==> config.mk <==
export PLATFORM = sky130hd
export DESIGN_NAME = hamming_serial_codec
export DESIGN_NICKNAME = d
export VERILOG_FILES = /design/src/rtl/hamming_serial_codec.sv
export SDC_FILE = /design/constraint.sdc
export NUM_CORES = 1
export LEC_CHECK = 0
export ABC_AREA = 1
export BUFFER_PORTS_ARGS = -buffer_cell sky130_fd_sc_hd__buf_2
export CORE_UTILIZATION = 25
export CTS_BUF_LIST = sky130_fd_sc_hd__clkbuf_2
export DETAILED_ROUTE_END_ITERATION = 8
export PLACE_DENSITY = 0.41
export REMOVE_ABC_BUFFERS = 1
export SKIP_LAST_GASP = 1
export SLEW_MARGIN = 25
export SYNTH_ARGS = -nofsm -noshare
export SYNTH_HDL_FRONTEND = slang
export SYNTH_SLANG_ARGS = --single-unit
==> constraint.sdc <==
create_clock -name clk -period 3.02 [get_ports clk]
set_input_delay 0.151 -clock clk [delete_from_list [all_inputs] [get_ports clk]]
set_output_delay 0.151 -clock clk [all_outputs]
set_load 0.01 [all_outputs]
==> src/rtl/hamming_serial_codec.sv <==
// Serial Hamming codec: loads a frame bit by bit, encodes or decodes it in one
// cycle, then shifts the result out. R parity bits, optional SEC-DED bit c0.
module hamming_serial_codec #(
  parameter int unsigned R   = 4,
  parameter int unsigned EXT = 0
) (
  input  logic clk,
  input  logic RST,
  input  logic shift,
  input  logic mode,
  input  logic sl_inn,
  output logic in_ready,
  output logic sl_out,
  output logic out_valid,
  output logic err_corr,
  output logic err_uncorr
);

  localparam int unsigned N     = (1 << R) - 1;
  localparam int unsigned K     = N - R;
  localparam int unsigned CW    = N + EXT;
  localparam int unsigned CNT_W = R;

  typedef enum logic [1:0] {S_LOAD, S_CALC, S_SHIFT} state_t;

  state_t             r_state, w_state_nx;
  logic [CNT_W-1:0]   r_cnt;
  logic               r_mode;
  logic [N:0]         r_raw;
  logic [N:0]         r_shreg;
  logic               r_sl_out, r_out_valid, r_err_corr, r_err_uncorr;

  logic               w_mode_eff, w_accept, w_last_in, w_last_out;
  logic [CNT_W-1:0]   w_in_last, w_out_last;
  logic [N:0]         w_c, w_res;
  logic [R-1:0]       w_syn;
  logic               w_par, w_corr, w_uncorr;

  function automatic logic f_is_pow2(input int v);
    return (v & (v - 1)) == 0;
  endfunction

  // Mode is taken live on the first bit, from the latch afterwards
  assign w_mode_eff = (r_cnt == '0) ? mode : r_mode;
  assign w_in_last  = w_mode_eff ? CNT_W'(CW - 1) : CNT_W'(K - 1);
  assign w_out_last = r_mode ? CNT_W'(K - 1) : CNT_W'(CW - 1);
  assign w_accept   = (r_state == S_LOAD) && shift;
  assign w_last_in  = w_accept && (r_cnt == w_in_last);
  assign w_last_out = (r_state == S_SHIFT) && shift && (r_cnt == w_out_last);

  assign in_ready   = (r_state == S_LOAD);
  assign sl_out     = r_sl_out;
  assign out_valid  = r_out_valid;
  assign err_corr   = r_err_corr;
  assign err_uncorr = r_err_uncorr;

  always_ff @(posedge clk or negedge RST) begin
    if (!RST) r_state <= S_LOAD;
    else      r_state <= w_state_nx;
  end

  always_comb begin
    w_state_nx = r_state;
    case (r_state)
      S_LOAD:  if (w_last_in) w_state_nx = S_CALC;
      S_CALC:  w_state_nx = S_SHIFT;
      S_SHIFT: if (w_last_out) w_state_nx = S_LOAD;
      default: w_state_nx = S_LOAD;
    endcase
  end

  // Encode/decode of the loaded frame; w_res is the output sequence, bit 0 first
  always_comb begin
    int unsigned v_idx;
    w_c      = '0;
    w_res    = '0;
    w_syn    = '0;
    w_par    = 1'b0;
    w_corr   = 1'b0;
    w_uncorr = 1'b0;
    v_idx    = 0;
    if (!r_mode) begin
      for (int p = 1; p <= int'(N); p++) begin
        if (!f_is_pow2(p)) begin
          w_c[p] = r_raw[v_idx];
          v_idx  = v_idx + 1;
        end
      end
      for (int i = 0; i < int'(R); i++) begin
        for (int p = 1; p <= int'(N); p++) begin
          if (p[i] && !f_is_pow2(p)) w_c[1 << i] = w_c[1 << i] ^ w_c[p];
        end
      end
      for (int p = 1; p <= int'(N); p++) w_res[p-1] = w_c[p];
      if (EXT != 0) w_res[N] = ^w_c[N:1];
    end else begin
      for (int p = 1; p <= int'(N); p++) w_c[p] = r_raw[p-1];
      if (EXT != 0) w_c[0] = r_raw[N];
      for (int p = 1; p <= int'(N); p++) begin
        if (w_c[p]) w_syn = w_syn ^ R'(p);
      end
      w_par = ^w_c;
      if (EXT == 0) begin
        w_corr = (w_syn != '0);
      end else if (w_syn != '0) begin
        w_corr   = w_par;
        w_uncorr = !w_par;
      end else begin
        w_corr = w_par;
      end
      if (w_corr && (w_syn != '0)) w_c[w_syn] = !w_c[w_syn];
      for (int p = 1; p <= int'(N); p++) begin
        if (!f_is_pow2(p)) begin
          w_res[v_idx] = w_c[p];
          v_idx        = v_idx + 1;
        end
      end
    end
  end

  always_ff @(posedge clk or negedge RST) begin
    if (!RST) begin
      r_cnt        <= '0;
      r_mode       <= 1'b0;
      r_raw        <= '0;
      r_shreg      <= '0;
      r_sl_out     <= 1'b0;
      r_out_valid  <= 1'b0;
      r_err_corr   <= 1'b0;
      r_err_uncorr <= 1'b0;
    end else begin
      case (r_state)
        S_LOAD: begin
          if (w_accept) begin
            r_raw[r_cnt] <= sl_inn;
            if (r_cnt == '0) r_mode <= mode;
            r_cnt <= w_last_in ? '0 : r_cnt + CNT_W'(1);
          end
        end
        S_CALC: begin
          r_sl_out     <= w_res[0];
          r_shreg      <= {1'b0, w_res[N:1]};
          r_out_valid  <= 1'b1;
          r_err_corr   <= w_corr;
          r_err_uncorr <= w_uncorr;
          r_cnt        <= '0;
        end
        S_SHIFT: begin
          if (shift) begin
            r_shreg  <= {1'b0, r_shreg[N:1]};
            r_sl_out <= w_last_out ? 1'b0 : r_shreg[0];
            r_cnt    <= w_last_out ? '0 : r_cnt + CNT_W'(1);
            if (w_last_out) r_out_valid <= 1'b0;
          end
        end
        default: r_cnt <= '0;
      endcase
    end
  end

endmodule

==> results.py, run 1 <==
metrics = {
    "hold_path": {
        "hold_path.class": "in2reg",
    },
    "synth": {
        "synthMuxAreaShare": 0,
        "synth_cells": 485,
        "synth_top_family_by_area": "simple AND/OR/NAND/NOR gates",
        "synthAdderAreaFrac": 0.0164,
        "synth-xor-area-share": 0.0430,
        "yosysWarnings": 0,
        "synth_cell_types": 34,
        "synth.most_common_cell": "nand2_1",
        "synth-compound-area-share": 0.139,
        "syn_area_um2": 3060,
        "synth_sequential_area_ratio": 0.319,
        "async_flop_share": 1.00,
        "yosys_register_bits": 39,
        "synth_ff_type": "dfrtp_1",
        "yosysTopAreaCell": "dfrtp_1",
        "netlist_top_cells_count": "nand2_1 (157), nor2_1 (52), inv_1 (50)",
        "synthSimpleGateAreaFrac": 0.374,
        "synth_edf_count": 0,
        "synth.area.top_cells": "dfrtp_1 (32%), nand2_1 (19%), o21ai_0 (6.5%)",
        "syn_area_per_cell_um2": 6.31,
        "synth.top_cell.area_share": 0.319,
    },
    "placement": {
        "dpl.hpwl_um": 7540,
        "gp_congestion": 0.899,
        "placed_area_um2": 3210,
        "io_buffer_count": 8,
        "place_ws_ns": 0.366,
    },
    "worst_setup_path": {
        "startpoint_type": "register",
        "crit_buf_inv": 2,
        "cp.required_ns": 3.36,
        "slowest_delay_ns": 0.55,
        "end_kind": "register",
        "critPathArrivalTime_ns": 2.94,
        "cp_top_family": "simple AND/OR/NAND/NOR gates",
        "critical_path_class": "reg2reg",
        "crit_path_frequent_cell": "nand2_1",
        "critPathMaxFanout": 10,
        "path_cells": "inv_2, nand2_1, nand2_1, nand2_1, nand2_1, nand3_2, nand2_4, inv_2, nand3_1, nor2_1, nor2_1, nand3_1, nor2_2, nand2_2, o21ai_1, nand3_1, nand2_1, nand2_1",
        "slowest_stage": "dfrtp_1",
    },
    "cts": {
        "numCtsBuffers": 5,
        "cts_setup_buffers": 0,
        "clock_latency_ns": 0.42,
        "cts_buffer_depth": 2,
        "cts_sinks": 39,
        "htree_num_levels": 2,
        "clk_pin_slew_ns": 0.22,
        "cts_tree": "done",
        "cts-root-buf": "clkbuf_2",
    },
    "grt": {
        "antenna_found_initial": 0,
        "grt_pass1_wl_um": 16300,
        "grt_use_total": 0.168,
        "grt_start_max_net_pins": 40,
        "grt_overflow": 0,
        "grt_pass1_vias": 2925,
    },
    "floorplanning": {
        "ios": 10,
        "dieArea_um2": 12700,
        "die_height_um": 113,
        "start_util": 0.256,
        "fp-row-count": 40,
        "dieWidth_um": 113,
        "core_region_area_um2": 12000,
    },
    "sta": {
        "skew_ns": 0.0291,
        "rsz0062_at_grt": "no",
        "period_share": 0.861,
        "finalSetupTns_ns": 0,
        "finalHoldViolations": 0,
        "worstMarginPinSlew_ns": 0.658,
        "drv_slew": 0,
        "min_period_ns": 2.60,
        "setup_violations": 0,
        "fmax_ghz": 0.384,
        "fin_ws_ns": 0.419,
        "relSlewSlack": 0.561,
    },
    "layout": {
        "seq_area_um2": 978,
        "drive_above_1_share": 0.0980,
        "antennaDiodeCount": 0,
        "multiInputGateArea_um2": 1760,
        "final_area_um2": 3320,
        "area_growth_pct": 8.72,
        "n_fill_cell": 1337,
        "fin_nets": 498,
    },
    "routing": {
        "totalWireLength_um": 9780,
        "drtAntennaViolNets": 0,
        "drcViolationCount": 0,
        "initialDrtViolationCount": 239,
        "dr.pass1.iters": 4,
        "via_count": 3015,
        "via_per_inst": 4.73,
        "wl_per_cell_um": 15.3,
    },
    "run_status": {
        "outcome": "completed",
    },
    "flow_run": {
        "maxCapViolations": 0,
    },
}
==> state kept, by name, summed over array words and instances (netlist names) <==
register,cells
r_raw,15
r_shreg,14
r_cnt,4
r_state,2
err_corr,1
out_valid,1
r_mode,1
sl_out,1
==> area by class of cell <==
cell class | instances | area share
multi-input cells | 371 | 0.528
flip-flops and latches | 39 | 0.294
inverters | 59 | 0.0689
well taps | 147 | 0.0553
repair buffers | 13 | 0.0256
clock inverters | 3 | 0.0203
clock buffers | 5 | 0.00753
==> worst register-to-register path, delay by kind of cell (launching register included) <==
kind                   cells  cell delay [ns]
flip-flops                 1             0.55
buffers and inverters      2             0.31
AO/OA/AOI/OAI              1             0.16
AND/OR/NAND/NOR           15             1.51
==> path summary, 6_finish.rpt <==
check	startpoint	to	slack, ns	depth (start not counted)
max	r_raw[9]	r_shreg[0]	0.42	18
max in group asynchronous	RST	r_raw[8]	2.38	2
min in group asynchronous	RST	r_shreg[7]	0.20	2
min reg2reg	r_shreg[4]	r_shreg[4]	0.51	2
max reg2reg	r_raw[9]	r_shreg[0]	0.42	18
min	shift	r_cnt[2]	0.05	4
==> kinds of logic after synthesis <==
logic type / count (synthesis)
AOI/OAI and AO/OA: 78
xor gates and xnor gates: 15
adders and majority gates: 4
buffers and inverters: 75
DFF: 39
other: 1
and+or+nand+nor: 273
==> per-layer routing <==
layer	vias to the layer above	share of wire	global-route usage
li1	1544	-	-
met2	71	0.44	0.265
met5	-	0	0
met4	0	0.017	0.0444
met3	14	0.040	0.0167
met1	1386	0.50	0.243
==> placed cells by master (no fill, tap or decap), drive strengths merged <==
cell type,count
clkinvlp,1
ha,4
nor3,5
conb,1
nand3,40
dlygate4sd3,2
a32o,1
a31oi,3
o211ai,1
nand3b,1
o21bai,4
bufinv,2
xor2,8
o31ai,2
o221ai,1
a311oi,1
nand2,169
a21oi,20
nand4,2
clkbuf,5
or2,3
o22ai,1
buf,11
dfrtp,39
xnor2,7
inv,59
o21ai,44
nor2,53
==> repair_timing <==
action,4_1_cts,5_1_grt
hold buffers,2,0
setup endpoints to repair,0,1
resized for setup,0,2
hold endpoints to repair,40,0
==> metrics by stage <==
stage / instances / utilization / hold WS [ns]
2_1_floorplan: 469 / - / -0.145
3_3_place_gp: 627 / 0.268 / 0.352
3_5_place_dp: 627 / 0.268 / 0.353
4_1_cts: 637 / 0.278 / 0.0283
5_1_grt: 637 / 0.278 / 0.0666
6_report: 637 / 0.278 / 0.0495
Power of run 1 is left out: the tool's default activity adds up to more than one toggle a clock period on the data nets, which glitch-free logic cannot reach.
==> run 2, diff against run 1 <==
HOLD_SLACK_MARGIN = 0.02   (was unset)
clock period = 2.8 ns   (was 3.02 ns; I/O delays follow)
==> run 2 against run 1 <==
Clock-buffer cell count unchanged. First-iteration DRC count shrank 57%. Wire length rose by 0.71%. Global-route usage decreased by 0.15 points. Via count shrank 0.86%. Final cell count up 0.78%. Clock skew about the same. Maximum frequency rose by 0.39%. Non-clock buffer count increased by 5. Flip-flop and latch count is the same. Critical path type unchanged. Critical endpoint unchanged.
==> results.py, run 2 (synthesized netlist as in run 1, its figures left out) <==
metrics = {
    "run_status": {
        "outcome": "completed",
    },
    "worst_setup_path": {
        "cp.required_ns": 3.13,
        "critPathArrivalTime_ns": 2.92,
        "critical_path.startpoint": "r_raw[9]",
        "critPathMaxFanout": 10,
        "end_kind": "register",
        "r2r-start": "r_raw[9]",
        "critical_path_class": "reg2reg",
        "startpoint_type": "register",
    },
    "sta": {
        "min_period_ns": 2.59,
        "relSlewSlack": 0.574,
        "finalSetupTns_ns": 0,
        "rsz0062_at_grt": "no",
        "period_share": 0.925,
        "skew_ns": 0.0292,
        "finalHoldViolations": 0,
        "setup_violations": 0,
        "fmax_ghz": 0.386,
        "drv_slew": 0,
        "worstMarginPinSlew_ns": 0.638,
    },
    "hold_path": {
        "min_from": "sl_inn",
        "hold_path.class": "in2reg",
    },
    "floorplanning": {
        "start_util": 0.256,
        "dieArea_um2": 12700,
        "core_region_area_um2": 12000,
        "die_height_um": 113,
        "dieWidth_um": 113,
        "ios": 10,
        "fp-row-count": 40,
    },
    "cts": {
        "cts-root-buf": "clkbuf_2",
        "htree_num_levels": 2,
        "numCtsBuffers": 5,
        "cts_tree": "done",
        "clk_pin_slew_ns": 0.26,
        "clock_latency_ns": 0.42,
        "cts_buffer_depth": 2,
        "cts_sinks": 39,
    },
    "layout": {
        "n_fill_cell": 1339,
        "fin_nets": 503,
        "area_growth_pct": 9.33,
        "antennaDiodeCount": 0,
        "reg.largest.list": "r_raw x15, r_shreg x14, r_cnt x4",
        "largest_reg_flops": 15,
        "drive_above_1_share": 0.109,
        "mostFrequentLayoutCells": "nand2_1 (157), nor2_1 (52), inv_1 (50), o21ai_0 (40), nand3_1 (38)",
        "regMostFlops": "r_raw",
        "final_util": 0.279,
        "final_common_cell": "nand2_1",
    },
    "grt": {
        "grt_start_max_net_pins": 40,
        "grt_use_total": 0.166,
        "grt_pass1_wl_um": 16000,
        "grt_overflow": 0,
        "grt_pass1_vias": 2898,
        "antenna_found_initial": 0,
    },
    "routing": {
        "wl_per_cell_um": 15.3,
        "via_count": 2989,
        "drtAntennaViolNets": 0,
        "totalWireLength_um": 9840,
        "via_per_inst": 4.66,
        "initialDrtViolationCount": 103,
        "dr.pass1.iters": 4,
        "drcViolationCount": 0,
    },
    "placement": {
        "dpl.hpwl_um": 7620,
        "io_buffer_count": 8,
        "gp_congestion": 0.891,
    },
    "flow_run": {
        "maxCapViolations": 0,
    },
}
==> run 2: changes by cell type in the layout (fill, tap and decap cells not counted), sizes merged <==
cell / previous run / this run
buf: 11 / 15
bufinv: 2 / 1
clkinv: 0 / 2
clkinvlp: 1 / 0
dlygate4sd3: 2 / 3
==> run 2: path summary, 6_finish.rpt <==
path	to	slack (ns)	depth (start not counted)
setup / recovery	r_shreg[0]	0.21	18
hold / removal	r_raw[12]	0.07	3
setup reg to reg	r_shreg[0]	0.21	18
hold reg to reg	r_shreg[0]	0.52	2
max in group asynchronous	r_raw[14]	2.15	2
min in group asynchronous	r_shreg[8]	0.20	2
==> run 2: routing by layer <==
| metal | wire [um] | track usage |
|---|---|---|
| met5 | 0 | 0 |
| met4 | 167 | 0.0453 |
| met3 | 235 | 0.0167 |
| met2 | 4560 | 0.277 |
| met1 | 4880 | 0.228 |
==> run 2: critical path, cell delays in order, from the launching register on <==
cell and delay [ns]:
dfrtp_2 0.53, inv_2 0.19, nand2_1 0.08, nand2_1 0.10, nand2_1 0.09, nand2_1 0.12, nand3_2 0.09, nand2_4 0.14
inv_2 0.09, nand3_1 0.13, nor2_1 0.06, nor2_1 0.08, nand3_1 0.08, nor2_2 0.18, nand2_2 0.14, o21ai_1 0.14
nand3_1 0.10, nand2_1 0.10, nand2_1 0.05
==> run 2: what timing repair did <==
action                                  CTS  global route
hold buffers                              3             0
setup buffers                             0             0
endpoints found under the setup margin    0             3
hold endpoints to repair                 41             0
resized for setup                         0             4
==> run 2: through the flow <==
stage,instances,cell area (um^2),hold WS [ns],worst slack (ns)
final,642,3340,0.0692,0.209
after detailed placement,631,3240,0.354,0.197
after floorplan,469,2960,-0.156,0.753
after CTS,642,3340,0.0415,0.166
after global placement,631,3240,0.346,0.171
after global routing,642,3340,0.0259,0.0135
==> run 2: cell type report <==
type                            count  area (um^2)  area share
Multi-Input combinational cell    371         1760       0.525
Sequential cell                    39          981       0.293
Inverter                           59          229      0.0685
Tap cell                          147          184      0.0550
Timing Repair Buffer               18          125      0.0374
Clock inverter                      3         43.8      0.0131
Clock buffer                        5         25.0     0.00749
Power of run 2 is left out for the same reason.
==> run 3, diff against run 2 <==
CTS_BUF_LIST = unset   (was sky130_fd_sc_hd__clkbuf_2)
==> run 3 against run 2 <==
Global-route usage is essentially flat. Critical endpoint unchanged. Critical path depth is the same. Highest routed layer unchanged. Non-clock buffer count decreased by 2.
==> results.py, run 3 (synthesized netlist as in run 1, its figures left out) <==
metrics = {
    "run_status": {
        "outcome": "completed",
    },
    "cts": {
        "clk_pin_slew_ns": 0.06,
        "numCtsBuffers": 5,
        "cts_buffer_depth": 2,
        "cts_sinks": 39,
        "cts_tree": "done",
        "cts-root-buf": "clkbuf_16",
        "htree_num_levels": 2,
        "cts_setup_buffers": 0,
        "clock_latency_ns": 0.29,
    },
    "routing": {
        "dr.pass1.iters": 4,
        "via_count": 2958,
        "via_per_inst": 4.62,
        "initialDrtViolationCount": 120,
        "wl_per_cell_um": 15.5,
        "drcViolationCount": 0,
        "drtAntennaViolNets": 0,
        "totalWireLength_um": 9910,
    },
    "grt": {
        "grt_overflow": 0,
        "grt_pass1_wl_um": 15900,
        "use_met3": 0.0151,
        "grt_use_total": 0.166,
        "grt_pass1_vias": 2908,
        "grt_use_met2": 0.276,
        "met1_usage": 0.227,
        "antenna_found_initial": 0,
        "top_usage_layer": "met2",
        "grt_start_max_net_pins": 40,
    },
    "floorplanning": {
        "start_util": 0.256,
        "fp-row-count": 40,
        "ios": 10,
        "core_region_area_um2": 12000,
        "dieArea_um2": 12700,
        "dieWidth_um": 113,
        "die_height_um": 113,
    },
    "sta": {
        "period_share": 0.933,
        "drv_slew": 0,
        "worstMarginPinSlew_ns": 0.634,
        "relSlewSlack": 0.577,
        "rsz0062_at_grt": "no",
        "skew_ns": 0.00922,
        "finalSetupTns_ns": 0,
        "fmax_ghz": 0.383,
        "finalHoldViolations": 0,
        "setup_violations": 0,
        "min_period_ns": 2.61,
    },
    "worst_setup_path": {
        "end_kind": "register",
        "critPathMaxFanout": 10,
        "critPathArrivalTime_ns": 2.79,
        "worstRegToRegCells": 18,
        "startpoint_type": "register",
        "cp.required_ns": 2.98,
        "r2r_slack_ns": 0.19,
        "critical_path_class": "reg2reg",
    },
    "layout": {
        "mostFrequentLayoutCells": "nand2_1 (157), nor2_1 (52), inv_1 (50), o21ai_0 (40), nand3_1 (38)",
        "reg.largest.list": "r_raw x15, r_shreg x14, r_cnt x4",
        "area_growth_pct": 11.9,
        "largest_reg_flops": 15,
        "antennaDiodeCount": 0,
        "final_common_cell": "nand2_1",
        "regMostFlops": "r_raw",
        "drive_above_1_share": 0.110,
        "n_fill_cell": 1330,
        "fin_nets": 501,
    },
    "placement": {
        "dpl.hpwl_um": 7620,
        "gp_congestion": 0.891,
        "io_buffer_count": 8,
    },
    "flow_run": {
        "maxCapViolations": 0,
    },
    "hold_path": {
        "holdPathStages": 3,
        "hold_path.class": "in2reg",
    },
}
==> run 3: area by class of cell <==
cell class                 instances  area, um^2  share of cell area
multi-input combinational        371        1760               0.513
sequential                        39         981               0.287
inverter                          59         229              0.0669
tap                              147         184              0.0537
clock buffer                       5         125              0.0365
timing repair buffer              16         105              0.0307
clock inverter                     3        43.8              0.0128
==> run 3: worst max-delay path, cell delays in order, from the launching register on <==
cell and delay [ns]:
dfrtp_1 0.49, inv_2 0.21, nand2_1 0.08, nand2_1 0.10
nand2_1 0.09, nand2_1 0.12, nand3_2 0.09, nand2_4 0.15
inv_2 0.10, nand3_1 0.13, nor2_1 0.06, nor2_1 0.08
nand3_1 0.08, nor2_2 0.18, nand2_2 0.14, o21ai_1 0.14
nand3_1 0.10, nand2_1 0.10, nand2_1 0.05
==> run 3: final timing paths <==
check / start / to
max: r_raw[9] / r_shreg[0]
min: mode / r_mode
max reg2reg: r_raw[9] / r_shreg[0]
min reg2reg: r_shreg[0] / r_shreg[0]
max in group asynchronous: RST / r_raw[14]
min in group asynchronous: RST / r_shreg[8]
==> run 3: routing by layer <==
layer,vias up,part of all wire
met5,-,0
li1,1543,-
met1,1357,0.50
met3,14,0.029
met4,0,0.020
met2,44,0.45
==> run 3: timing repair <==
action                                 in CTS  in global routing
hold buffers                                0                  1
setup endpoints to repair                   0                  3
resized for setup                           0                  4
endpoints found under the hold margin       0                 39
==> run 3: through the flow <==
stage | setup slack, ns | area, um^2 | util | hold slack [ns] | cells
after floorplan | 0.753 | 2960 | - | -0.156 | 469
after global placement | 0.171 | 3240 | 0.271 | 0.346 | 631
after detailed placement | 0.197 | 3240 | 0.271 | 0.354 | 631
after CTS | 0.186 | 3410 | 0.285 | 0.0457 | 639
after global routing | 0.0226 | 3420 | 0.286 | 0.144 | 640
final | 0.187 | 3420 | 0.286 | 0.129 | 640
Power of run 3 is left out for the same reason.
